==> config.mk <==
export PLATFORM = sky130hd
export DESIGN_NAME = tumble_counter
export DESIGN_NICKNAME = d
export VERILOG_FILES = /design/src/rtl/tumble_counter.sv
export SDC_FILE = /design/constraint.sdc
export NUM_CORES = 1
export LEC_CHECK = 0
export CORE_MARGIN = 3
export CORE_UTILIZATION = 40
export CTS_BUF_LIST = sky130_fd_sc_hd__clkbuf_4 sky130_fd_sc_hd__clkbuf_8 sky130_fd_sc_hd__clkbuf_16
export DETAILED_ROUTE_END_ITERATION = 6
export GPL_TIMING_DRIVEN = 0
export PLACE_DENSITY = 0.74
export SLEW_MARGIN = 5
export SYNTH_ARGS = -nofsm -noshare
export SYNTH_HDL_FRONTEND = slang
export SYNTH_SLANG_ARGS = --single-unit
==> constraint.sdc <==
create_clock -name clk -period 2.6 [get_ports clk]
set_input_delay 0.39 -clock clk [delete_from_list [all_inputs] [get_ports clk]]
set_output_delay 0.39 -clock clk [all_outputs]
set_load 0.01 [all_outputs]
==> src/rtl/tumble_counter.sv <==
// tumble_counter
//   Clocked Turing Tumble engine. Blue and red marble reservoirs feed a chain
//   of NBITS flip-bits that behave as a ripple counter. Every marble is
//   recorded in an ordered tray. A start pulse runs the machine until the
//   next lever's reservoir is empty or the counter overflows.
//
//   state | meaning
//   IDLE  | after reset, waiting for start
//   DROP  | take one marble of the current colour from its reservoir
//   ROLL  | marble visits bits[idx]; one cycle per bit touched
//   LAND  | marble enters the tray; choose the next lever or stop
//   STOP  | run finished, outputs frozen until the next start
//
// Ports
//   clk, rst_n      clock (rising edge), asynchronous active-low reset
//   start           run request, honoured only in IDLE and STOP
//   mode            0 = COUNT (always blue lever), 1 = ALTERNATE colours
//   stopped, busy   registered status flags
//   tray, tray_size landed marble colours (bit i = i-th marble, 1 = red), count
//   bits            flip-bit states, bit 0 first in the chain
//   blue_left,
//   red_left        marbles remaining in each reservoir
module tumble_counter #(
  parameter int NBITS      = 4,
  parameter int NUM_BLUE   = 8,
  parameter int NUM_RED    = 8,
  parameter int TRAY_DEPTH = 20,
  parameter int TSW        = $clog2(TRAY_DEPTH + 1)
) (
  input  logic                  clk,
  input  logic                  rst_n,
  input  logic                  start,
  input  logic                  mode,
  output logic                  stopped,
  output logic                  busy,
  output logic [TRAY_DEPTH-1:0] tray,
  output logic [TSW-1:0]        tray_size,
  output logic [NBITS-1:0]      bits,
  output logic [TSW-1:0]        blue_left,
  output logic [TSW-1:0]        red_left
);

  localparam int              IW        = (NBITS > 1) ? $clog2(NBITS) : 1;
  localparam logic [IW-1:0]   LAST      = IW'(NBITS - 1);
  localparam logic [TSW-1:0]  BLUE_INIT = TSW'(NUM_BLUE);
  localparam logic [TSW-1:0]  RED_INIT  = TSW'(NUM_RED);

  if (TRAY_DEPTH < NUM_BLUE + NUM_RED) begin : g_bad_tray
    $error("tumble_counter: TRAY_DEPTH must be >= NUM_BLUE + NUM_RED");
  end
  if (NBITS < 1 || NBITS > 16) begin : g_bad_nbits
    $error("tumble_counter: NBITS must be in 1..16");
  end

  typedef enum logic [2:0] {
    S_IDLE = 3'd0,
    S_DROP = 3'd1,
    S_ROLL = 3'd2,
    S_LAND = 3'd3,
    S_STOP = 3'd4
  } state_t;

  state_t state, state_nx;

  logic          colour, colour_nx;     // colour of the marble in flight
  logic          mode_run, mode_run_nx; // mode latched on accepted start
  logic          overflow, overflow_nx;
  logic [IW-1:0] idx, idx_nx;

  logic                  stopped_nx, busy_nx;
  logic [TRAY_DEPTH-1:0] tray_nx;
  logic [TSW-1:0]        tray_size_nx, blue_left_nx, red_left_nx;
  logic [NBITS-1:0]      bits_nx;

  // A start from STOP reloads the reservoirs on the same edge, so the
  // blue-availability test must look at the reload value there.
  logic [TSW-1:0] blue_at_start;
  logic           start_ok;
  logic           next_colour;
  logic           next_avail;

  assign blue_at_start = (state == S_STOP) ? BLUE_INIT : blue_left;
  assign start_ok      = (blue_at_start != '0);
  assign next_colour   = mode_run ? ~colour : 1'b0;
  assign next_avail    = next_colour ? (red_left != '0) : (blue_left != '0);

  // state register
  always_ff @(posedge clk or negedge rst_n) begin
    if (!rst_n) state <= S_IDLE;
    else        state <= state_nx;
  end

  // next-state logic
  always_comb begin
    state_nx = state;
    case (state)
      S_IDLE, S_STOP: if (start) state_nx = start_ok ? S_DROP : S_STOP;
      S_DROP:         state_nx = S_ROLL;
      S_ROLL:         if (!bits[idx] || idx == LAST) state_nx = S_LAND;
      S_LAND: begin
        if (overflow)        state_nx = S_STOP;
        else if (next_avail) state_nx = S_DROP;
        else                 state_nx = S_STOP;
      end
      default:        state_nx = S_IDLE;
    endcase
  end

  // output / datapath next values
  always_comb begin
    colour_nx    = colour;
    mode_run_nx  = mode_run;
    overflow_nx  = overflow;
    idx_nx       = idx;
    tray_nx      = tray;
    tray_size_nx = tray_size;
    bits_nx      = bits;
    blue_left_nx = blue_left;
    red_left_nx  = red_left;
    // status flags trail the state by one edge
    stopped_nx   = (state == S_STOP);
    busy_nx      = (state == S_DROP) || (state == S_ROLL) || (state == S_LAND);

    case (state)
      S_IDLE, S_STOP: begin
        if (start) begin
          mode_run_nx = mode;
          colour_nx   = 1'b0;
          if (state == S_STOP) begin
            tray_nx      = '0;
            tray_size_nx = '0;
            bits_nx      = '0;
            blue_left_nx = BLUE_INIT;
            red_left_nx  = RED_INIT;
          end
        end
      end
      S_DROP: begin
        if (colour) red_left_nx  = red_left - TSW'(1);
        else        blue_left_nx = blue_left - TSW'(1);
        idx_nx      = '0;
        overflow_nx = 1'b0;
      end
      S_ROLL: begin
        bits_nx[idx] = ~bits[idx];
        if (bits[idx]) begin
          if (idx == LAST) overflow_nx = 1'b1;
          else             idx_nx      = idx + IW'(1);
        end
      end
      S_LAND: begin
        // tray_size never reaches TRAY_DEPTH here, so exactly one slot matches
        for (int k = 0; k < TRAY_DEPTH; k++) begin
          if (tray_size == TSW'(k)) tray_nx[k] = colour;
        end
        tray_size_nx = tray_size + TSW'(1);
        colour_nx    = next_colour;
      end
      default: ;
    endcase
  end

  always_ff @(posedge clk or negedge rst_n) begin
    if (!rst_n) begin
      colour    <= 1'b0;
      mode_run  <= 1'b0;
      overflow  <= 1'b0;
      idx       <= '0;
      stopped   <= 1'b0;
      busy      <= 1'b0;
      tray      <= '0;
      tray_size <= '0;
      bits      <= '0;
      blue_left <= BLUE_INIT;
      red_left  <= RED_INIT;
    end else begin
      colour    <= colour_nx;
      mode_run  <= mode_run_nx;
      overflow  <= overflow_nx;
      idx       <= idx_nx;
      stopped   <= stopped_nx;
      busy      <= busy_nx;
      tray      <= tray_nx;
      tray_size <= tray_size_nx;
      bits      <= bits_nx;
      blue_left <= blue_left_nx;
      red_left  <= red_left_nx;
    end
  end

endmodule

==> metrics.json, run 1 <==
{
  "final_core_util_pct": 52.56,
  "layout_worst_path_cycle_share_pct": 71.42,
  "clockBufferDepth": 2,
  "share_clk_of_total_power_pct": 36.8,
  "min_period_ns": 1.857,
  "drt_wl_total_mm": 5.428,
  "number_of_antenna_violations_at_the_first_check_in_global_routing": 0,
  "floorplan.io_pins": 45,
  "horiz_die_dim_um": 85.84,
  "viasPerCell": 5.252,
  "synth_area_per_cell_um2": 10.24,
  "critical_path.cell_chain": "clkdlybuf4s50_1",
  "synth_ff_type": "sky130_fd_sc_hd__dfrtp_1",
  "run_status": "completed",
  "post_cts_hold_buffer_count": 0,
  "worst_path_largest_cell_delay_ns": 0.61,
  "total_instance_count_after_detailed_placement": 369,
  "final_hold_viol_count": 0,
  "synth_top_family_by_area": "simple AND/OR/NAND/NOR gates",
  "layout.cell_area.non_filler_um2": 3186,
  "gp_routability_congestion": 0.8168,
  "worst-path-max-fanout": 5,
  "peak_ir_drop_on_the_vdd_network_v": 0.0002636,
  "yosys.area_share.simple_pct": 22.23,
  "power_frac_seq_pct": 61.3,
  "synth.yosys.warnings": 0,
  "synth_seq_area_share_pct": 48.18,
  "tightest_slew_ns": 0.5285,
  "dp_hpwl_mm": 4.016,
  "cts.root.buffer_cell": "sky130_fd_sc_hd__clkbuf_8",
  "routed-via-count": 1980,
  "worst_setup_hold_path_clk_slew_ns": 0.09,
  "timing.setup.critical_path_class": "reg2out",
  "synth.mux.area_fraction_pct": 9.176,
  "core-area_um2": 6061,
  "placement.setup.worst_slack_ns": 0.4766,
  "setup-violations-final": 0,
  "crit_path_start": "blue_left[3]",
  "number_of_cts_inserted_buffers": 5,
  "cell_internal_pwr_mw": 0.9655,
  "mappedNetlistArea_um2": 2550,
  "cts_tree": "done",
  "grtUsageTotal_pct": 15.61,
  "syn_to_final_growth_pct": 24.93,
  "cpLargestDelayFamily": "flip-flops",
  "maxCapViolCount": 0,
  "timing.final.max_slew_violations": 0,
  "grt_setup_unrepaired": "no",
  "post_cts.repair.setup_buffers": 0,
  "r2r_start": "state[2]",
  "cp_num_cells": 1,
  "start_kind": "register",
  "floorplan.die.height_um": 85.84,
  "grt_remaining_overflow": 0,
  "num-nets-final": 316,
  "post_cts.resized_instances": 0,
  "layout.cells.most_common": "sky130_fd_sc_hd__dfrtp_1",
  "slew_headroom_pct": 64.63,
  "grt_max_degree": 29,
  "synth_compound_area_share_pct": 7.851,
  "cts-htree-levels": 2,
  "post_drt_wl_per_cell_um": 14.40,
  "drt-pass1-iter-count": 4,
  "p_switching_mw": 0.2760,
  "mostFrequentLayoutCells": "sky130_fd_sc_hd__dfrtp_1, sky130_fd_sc_hd__clkdlybuf4s50_1, sky130_fd_sc_hd__nand2_1, sky130_fd_sc_hd__mux2i_1, sky130_fd_sc_hd__nand3_1",
  "ys_ff_latch": 49,
  "cp.buffers_inverters": 1,
  "first_global_vias": 1934,
  "timing.critical_path.to_type": "output pin",
  "netlist_instances": 249,
  "drive_above_1_share_pct": 9.272,
  "synthesis.nets": 264,
  "combinationalPowerShare_pct": 1.8,
  "grt_first_pass_wirelength_mm": 9.239,
  "fin_cells": 377,
  "ys_types": 50,
  "drcViolationCount": 0,
  "fin_worst_skew_ns": 0.004850,
  "placement_rows": 28,
  "cp_slowest_cell": "sky130_fd_sc_hd__dfstp_2",
  "p_leak_nw": 1.408,
  "hold_class": "in2async",
  "sw_frac_of_total_pct": 22.23,
  "first_iter_violations": 69,
  "placement.io_buffers": 44,
  "cp.arrival_ns": 1.47,
  "ys_async_sr_fraction_pct": 100.0,
  "clock.fmax_mhz": 538.5,
  "required_ns": 2.21,
  "synth_enable_flop_cells": 0,
  "rr_endpoint": "tray[8]",
  "diodes": 0,
  "fin_ws_ns": 0.7430,
  "design_power_total_mw": 1.241,
  "clock_sinks": 49,
  "ant_nets": 0,
  "cell_area_after_placement_um2": 3099,
  "dieArea_um2": 7369,
  "fill_cells": 552,
  "worst_r2r_path_depth": 5,
  "rrSetupSlack_ns": 0.88,
  "synth-xor-area-share_pct": 2.404,
  "synth_adder_area_share_pct": 5.397,
  "power_density_nw_per_um2": 389.7,
  "clock_latency_ns": 0.30,
  "initial_utilization_pct": 42.07
}
[per-stage QoR]
stage                     setup TNS (ns)  hold slack (ns)
after CTS                              0          0.07134
final                                  0          0.05192
after detailed placement               0           0.4011
after floorplan                        0          0.09441
after global routing                   0          0.08666
after global placement            -12.14           0.4962
[area by class of cell]
type | instances | area, um2 | share of cell area (%)
well taps | 75 | 93.84 | 2.946
flip-flops and latches | 49 | 1229 | 38.57
clock inverters | 2 | 10.01 | 0.3142
clock buffers | 6 | 76.32 | 2.396
repair buffers | 45 | 455.4 | 14.30
multi-input cells | 174 | 1200 | 37.67
inverters | 12 | 45.04 | 1.414
plain buffers | 14 | 76.32 | 2.396
[flip-flops by register name (all words and copies together), names as in the netlist]
signal and cells:
tray 20, blue_left 5, red_left 5, tray_size 5, bits 4, state 3, idx 2, busy 1
colour 1, mode_run 1, overflow 1, stopped 1
[cells by family (layout without fill, tap and decap cells)]
logic type | count (synthesis) | in the layout
AOI/OAI and AO/OA | 30 | 30
buffers and inverters | 26 | 79
adders and majority gates | 11 | 11
DFF | 49 | 49
xor gates and xnor gates | 7 | 7
and+or+nand+nor | 104 | 104
muxes | 22 | 22
[metal layers]
| metal | track usage (%) | share of wire, % | vias to the layer above |
|---|---|---|---|
| met1 | 21.69 | 49 | 969 |
| met2 | 24.29 | 46 | 36 |
| met3 | 3.170 | 3.3 | 7 |
| li1 | - | - | 968 |
| met5 | 0 | 0 | - |
| met4 | 5.468 | 1.5 | 0 |
[cells in the mapped netlist, types with 4 or more instances]
cell type	instances	share of area, %
sky130_fd_sc_hd__mux2i_1	20	7.9
sky130_fd_sc_hd__dfrtp_1	47	46
sky130_fd_sc_hd__nand3_1	16	3.1
sky130_fd_sc_hd__nand4_1	9	2.2
sky130_fd_sc_hd__a22o_1	4	1.4
sky130_fd_sc_hd__inv_1	12	1.8
sky130_fd_sc_hd__ha_1	11	5.4
sky130_fd_sc_hd__nand2_1	36	5.3
sky130_fd_sc_hd__xor2_1	4	1.4
sky130_fd_sc_hd__nand2b_1	4	0.98
sky130_fd_sc_hd__o21ai_0	13	2.6
sky130_fd_sc_hd__nor2_1	11	1.6
sky130_fd_sc_hd__clkbuf_1	6	0.88
[power by group through the flow]
stage | Sequential (mW) | Clock [mW] | Combinational, mW
after detailed placement | 0.777 | 0 | 0.0245
after CTS | 0.762 | 0.463 | 0.0245
after global routing | 0.762 | 0.493 | 0.0266
after global placement | 0.777 | 0 | 0.0212
after floorplan | 0.777 | 0 | 0.0000484
final | 0.762 | 0.457 | 0.0228
[how the worst max path moves through the flow]
stage,to,slack (ns)
floorplan,blue_left[2],1.05
global placement,bits[2],-0.26
detailed placement,tray[8],0.48
CTS,blue_left[3],0.73
global route,tray[8],0.67
finish,blue_left[3],0.74
Power figures use the tool's default switching activity.
==> run 2, diff against run 1 <==
==> constraint.sdc (replaced) <==
create_clock -name clk -period 1.8 [get_ports clk]
set_input_delay 0.27 -clock clk [delete_from_list [all_inputs] [get_ports clk]]
set_output_delay 0.27 -clock clk [all_outputs]
set_load 0.01 [all_outputs]
==> run 2 against run 1 <==
- clock power increased by 42%
- sequential power increased by 44%
- worst setup slack got worse by 0.68 ns
- register-to-register slack got worse by 0.74 ns
- cell area increased by 0.55%
- via count decreased by 1.5%
- critical endpoint unchanged
- largest power group unchanged
- highest routed layer unchanged
==> metrics.json, run 2 (synthesized netlist as in run 1, its figures left out) <==
{
  "horiz_die_dim_um": 85.84,
  "drt-pass1-iter-count": 4,
  "worst-path-max-fanout": 5,
  "cts.root.buffer_cell": "sky130_fd_sc_hd__clkbuf_8",
  "met3WireLength_um": 178,
  "drive_above_1_share_pct": 10.23,
  "clock.fmax_mhz": 577.0,
  "drt_wl_total_mm": 5.422,
  "design_power_total_mw": 1.782,
  "gp_routability_congestion": 0.8168,
  "worst_path_largest_cell_delay_ns": 0.61,
  "num-nets-final": 317,
  "dieArea_um2": 7369,
  "peak_ir_drop_on_the_vdd_network_v": 0.0003719,
  "final_core_util_pct": 52.85,
  "setup-violations-final": 0,
  "hold_class": "in2reg",
  "cpLargestDelayFamily": "flip-flops",
  "timing.critical_path.to_type": "output pin",
  "fin_ws_ns": 0.06680,
  "required_ns": 1.53,
  "dp_hpwl_mm": 4.016,
  "clock_latency_ns": 0.30,
  "grt_first_pass_wirelength_mm": 9.266,
  "syn_to_final_growth_pct": 25.61,
  "placement.io_buffers": 44,
  "initial_utilization_pct": 42.07,
  "final_hold_viol_count": 0,
  "worst_setup_hold_path_clk_slew_ns": 0.09,
  "critical_path.cell_chain": "clkdlybuf4s50_1",
  "timing.setup.critical_path_class": "reg2out",
  "core-area_um2": 6061,
  "drcViolationCount": 0,
  "clockBufferDepth": 2,
  "top_signal_layer_used": "met4",
  "run_status": "completed",
  "largest_register": "tray",
  "grtUsageTotal_pct": 15.65,
  "met1_length_mm": 2.653,
  "placement.setup.worst_slack_ns": -0.2034,
  "first_global_vias": 1942,
  "cts-htree-levels": 2,
  "placement_rows": 28,
  "p_leak_nw": 1.429,
  "fin_worst_skew_ns": 0.005846,
  "cp.arrival_ns": 1.46,
  "floorplan.die.height_um": 85.84,
  "tightest_slew_ns": 0.5257,
  "fill_cells": 550,
  "multiInputGateArea_um2": 1202,
  "maxCapViolCount": 0,
  "seq_area_um2": 1229,
  "cp_slowest_cell": "sky130_fd_sc_hd__dfstp_2",
  "power_density_nw_per_um2": 556.3,
  "start_kind": "register",
  "timing.final.max_slew_violations": 0,
  "number_of_flip_flops_under_the_largest_register_name": 20,
  "cp.buffers_inverters": 1,
  "post_drt_wl_per_cell_um": 14.34,
  "post_cts.repair.setup_buffers": 0,
  "grt_max_degree": 29,
  "viasPerCell": 5.161,
  "cts_tree": "done",
  "number_of_antenna_violations_at_the_first_check_in_global_routing": 0,
  "routed-via-count": 1951,
  "floorplan.io_pins": 45,
  "slew_headroom_pct": 64.82,
  "layout.cells.most_common": "sky130_fd_sc_hd__dfrtp_1",
  "ant_nets": 0,
  "met2RoutedLength_mm": 2.507,
  "number_of_cts_inserted_buffers": 5,
  "mostFrequentLayoutCells": "sky130_fd_sc_hd__dfrtp_1, sky130_fd_sc_hd__clkdlybuf4s50_1, sky130_fd_sc_hd__nand2_1, sky130_fd_sc_hd__mux2i_1, sky130_fd_sc_hd__nand3_1",
  "layout_worst_path_cycle_share_pct": 96.29,
  "diodes": 0,
  "min_period_ns": 1.733,
  "first_iter_violations": 59,
  "grt_remaining_overflow": 0,
  "clock_sinks": 49,
  "rrSetupSlack_ns": 0.14
}
-- run 2: per-stage QoR --
step | setup TNS [ns] | hold slack (ns) | std cells | cell area (um2)
after floorplan | 0 | -0.02559 | 249 | 2550
after global placement | -47.03 | 0.4962 | 368 | 3084
after detailed placement | -3.007 | 0.2811 | 369 | 3099
after CTS | 0 | 0.4878 | 378 | 3196
after global routing | -0.002443 | 0.4532 | 378 | 3203
final | 0 | 0.4063 | 378 | 3203
-- run 2: layout make-up --
| class | count | share of cell area (%) |
|---|---|---|
| Buffer | 14 | 2.461 |
| Clock buffer | 6 | 2.383 |
| Clock inverter | 2 | 0.3125 |
| Inverter | 12 | 1.406 |
| Multi-Input combinational cell | 174 | 37.54 |
| Sequential cell | 49 | 38.36 |
| Tap cell | 75 | 2.930 |
| Timing Repair Buffer | 46 | 14.61 |
-- run 2: where the power goes --
group / leakage (nW) / total, mW / internal, mW / switching [mW]
clock network: 0.0484 / 0.648 / 0.285 / 0.362
logic: 0.775 / 0.0343 / 0.0102 / 0.0242
registers: 0.606 / 1.10 / 1.10 / 0
-- run 2: layer usage --
layer / track usage [%] / up-vias
met5: 0 / -
met3: 3.170 / 8
met1: 21.69 / 939
li1: - / 972
met2: 24.44 / 32
met4: 5.468 / 0
-- run 2: path summary, 6_finish.rpt --
kind,startpoint,end,depth (start not counted)
setup / recovery,blue_left[3],blue_left[3],1
hold / removal,start,state[0],3
setup reg to reg,state[1],tray[8],6
hold reg to reg,tray[15],tray[15],2
max in group asynchronous,rst_n,blue_left[3],3
min in group asynchronous,rst_n,tray[7],2
-- run 2: what timing repair did --
action / 4_1_cts / 5_1_grt
hold buffers: 1 / 0
endpoints found under the hold margin: 21 / 0
gates resized for setup: 0 / 7
setup endpoints to repair: 0 / 11
==> run 3, diff against run 2 <==
--- a/config.mk
+++ b/config.mk
@@ -11,6 +11,8 @@
 export DETAILED_ROUTE_END_ITERATION = 6
 export GPL_TIMING_DRIVEN = 0
 export PLACE_DENSITY = 0.74
+export REMOVE_ABC_BUFFERS = 1
+export SKIP_LAST_GASP = 1
 export SLEW_MARGIN = 5
 export SYNTH_ARGS = -nofsm -noshare
 export SYNTH_HDL_FRONTEND = slang
==> run 3 against run 2 <==
- routed wire length grew 6.6%
- largest cell class is now multi-input combinational cells
- critical path type unchanged
- fmax down 0.51%
- die area is the same
- flip-flop and latch count stayed put
- highest routed layer unchanged
- non-clock buffer count shrank 11
- worst hold slack improved by 0.081 ns
- clock power grew 30%
- largest power group unchanged
==> metrics.json, run 3 (synthesized netlist as in run 1, its figures left out) <==
{
  "cts.root.buffer_cell": "sky130_fd_sc_hd__clkbuf_8",
  "rr_endpoint": "blue_left[2]",
  "initial_utilization_pct": 42.07,
  "drt-pass1-iter-count": 4,
  "cp_num_cells": 1,
  "floorplan.die.height_um": 85.84,
  "fin_worst_skew_ns": 0.01101,
  "grt_setup_unrepaired": "no",
  "placement.setup.worst_slack_ns": -1.424,
  "clock.fmax_mhz": 574.0,
  "layout.cells.most_common": "sky130_fd_sc_hd__dfrtp_1",
  "timing.setup.critical_path_class": "reg2out",
  "worst_path_largest_cell_delay_ns": 0.61,
  "p_leak_nw": 1.400,
  "largest_register": "tray",
  "design_power_total_mw": 1.977,
  "run_status": "completed",
  "final_hold_viol_count": 0,
  "clockBufferDepth": 2,
  "worst_r2r_path_depth": 4,
  "drt_wl_total_mm": 5.778,
  "placement.io_buffers": 44,
  "power_density_nw_per_um2": 612.1,
  "layout.cell_area.non_filler_um2": 3229,
  "first_iter_violations": 136,
  "cp.arrival_ns": 1.47,
  "timing.critical_path.to_type": "output pin",
  "peak_ir_drop_on_the_vdd_network_v": 0.0003160,
  "required_ns": 1.53,
  "fin_ws_ns": 0.05787,
  "drcViolationCount": 0,
  "cts-htree-levels": 2,
  "tightest_slew_ns": 0.5931,
  "floorplan.io_pins": 45,
  "endpoint": "blue_left[3]",
  "start_kind": "register",
  "grt_first_pass_wirelength_mm": 10.03,
  "layout_worst_path_cycle_share_pct": 96.79,
  "clock_sinks": 49,
  "timing.final.max_slew_violations": 0,
  "grt_max_degree": 26,
  "num-nets-final": 307,
  "cell_area_after_placement_um2": 3023,
  "clock_latency_ns": 0.31,
  "cp.buffers_inverters": 1,
  "number_of_antenna_violations_at_the_first_check_in_global_routing": 0,
  "cpLargestDelayFamily": "flip-flops",
  "fin_cells": 368,
  "setup-violations-final": 0,
  "mostFrequentLayoutCells": "sky130_fd_sc_hd__dfrtp_1, sky130_fd_sc_hd__clkdlybuf4s50_1, sky130_fd_sc_hd__nand2_1, sky130_fd_sc_hd__mux2i_1, sky130_fd_sc_hd__nand3_1",
  "horiz_die_dim_um": 85.84,
  "grtUsageTotal_pct": 17.06,
  "ant_nets": 0,
  "worst_setup_hold_path_clk_slew_ns": 0.10,
  "slew_headroom_pct": 60.46,
  "core-area_um2": 6061,
  "total_instance_count_after_detailed_placement": 355,
  "r2r_start": "state[2]",
  "placement_rows": 28,
  "maxCapViolCount": 0,
  "post_drt_wl_per_cell_um": 15.70,
  "crit_path_start": "blue_left[3]",
  "dieArea_um2": 7369,
  "drive_above_1_share_pct": 10.58,
  "number_of_flip_flops_under_the_largest_register_name": 20,
  "timing.setup.tns_ns": 0,
  "viasPerCell": 5.443,
  "cp_slowest_cell": "sky130_fd_sc_hd__dfstp_2",
  "grt_remaining_overflow": 0,
  "cts_tree": "done",
  "worst-path-max-fanout": 5,
  "dp_hpwl_mm": 3.892,
  "number_of_cts_inserted_buffers": 5,
  "rrSetupSlack_ns": 0.10,
  "hold_class": "in2async",
  "syn_to_final_growth_pct": 26.64,
  "gp_routability_congestion": 0.7983,
  "first_global_vias": 2051,
  "routed-via-count": 2003,
  "diodes": 0,
  "critical_path.cell_chain": "clkdlybuf4s50_1",
  "min_period_ns": 1.742
}
## run 3: cell count changes in the layout (fill, tap and decap cells not counted), moves of 2 or more
| cell | before | now |
|---|---|---|
| sky130_fd_sc_hd__buf_2 | 5 | 1 |
| sky130_fd_sc_hd__dfrtp_2 | 0 | 3 |
| sky130_fd_sc_hd__buf_6 | 2 | 0 |
| sky130_fd_sc_hd__clkbuf_1 | 4 | 0 |
| sky130_fd_sc_hd__dfrtp_1 | 47 | 44 |
| sky130_fd_sc_hd__clkinv_2 | 2 | 0 |
| sky130_fd_sc_hd__clkbuf_2 | 2 | 0 |
## run 3: what timing repair did
action | in CTS | in global routing
hold endpoints to repair | 23 | 0
buffers inserted | 3 | 0
endpoints found under the setup margin | 29 | 26
pin swaps | 2 | 0
gates resized for setup | 3 | 4
hold buffers | 1 | 0
gates cloned | 1 | 0
## run 3: area by class of cell
cell class	instances	area, um2
Clock inverter	2	37.54
Fill cell	549	2831
Sequential cell	49	1232
Timing Repair Buffer	49	500.5
Inverter	12	45.04
Multi-Input combinational cell	175	1237
Clock buffer	6	82.58
Tap cell	75	93.84
## run 3: worst min-delay path by stage
stage / startpoint / to
after global routing: rst_n / tray[10]
after floorplan: rst_n / bits[0]
after global placement: tray[15] / tray[15]
final: rst_n / tray[10]
after CTS: rst_n / tray[10]
after detailed placement: rst_n / tray[10]
## run 3: per-stage QoR
step	hold slack (ns)	util, %
after floorplan	-0.02559	-
after global placement	0.4913	49.63
after detailed placement	0.3129	49.88
after CTS	0.5081	53.16
after global routing	0.5375	53.28
final	0.4873	53.28
## run 3: per-layer routing
| metal | routed length [um] | vias to the layer above | GRT usage [%] |
|---|---|---|---|
| li1 | - | 953 | - |
| met1 | 2510 | 984 | 21.74 |
| met2 | 2883 | 56 | 29.10 |
| met3 | 272 | 10 | 3.842 |
| met4 | 110 | 0 | 4.892 |
| met5 | 0 | - | 0 |
## run 3: where the power goes
group          total (mW)  internal, mW  switching (mW)
Sequential           1.10          1.10               0
Combinational      0.0369        0.0104          0.0265
Clock               0.840         0.452           0.387
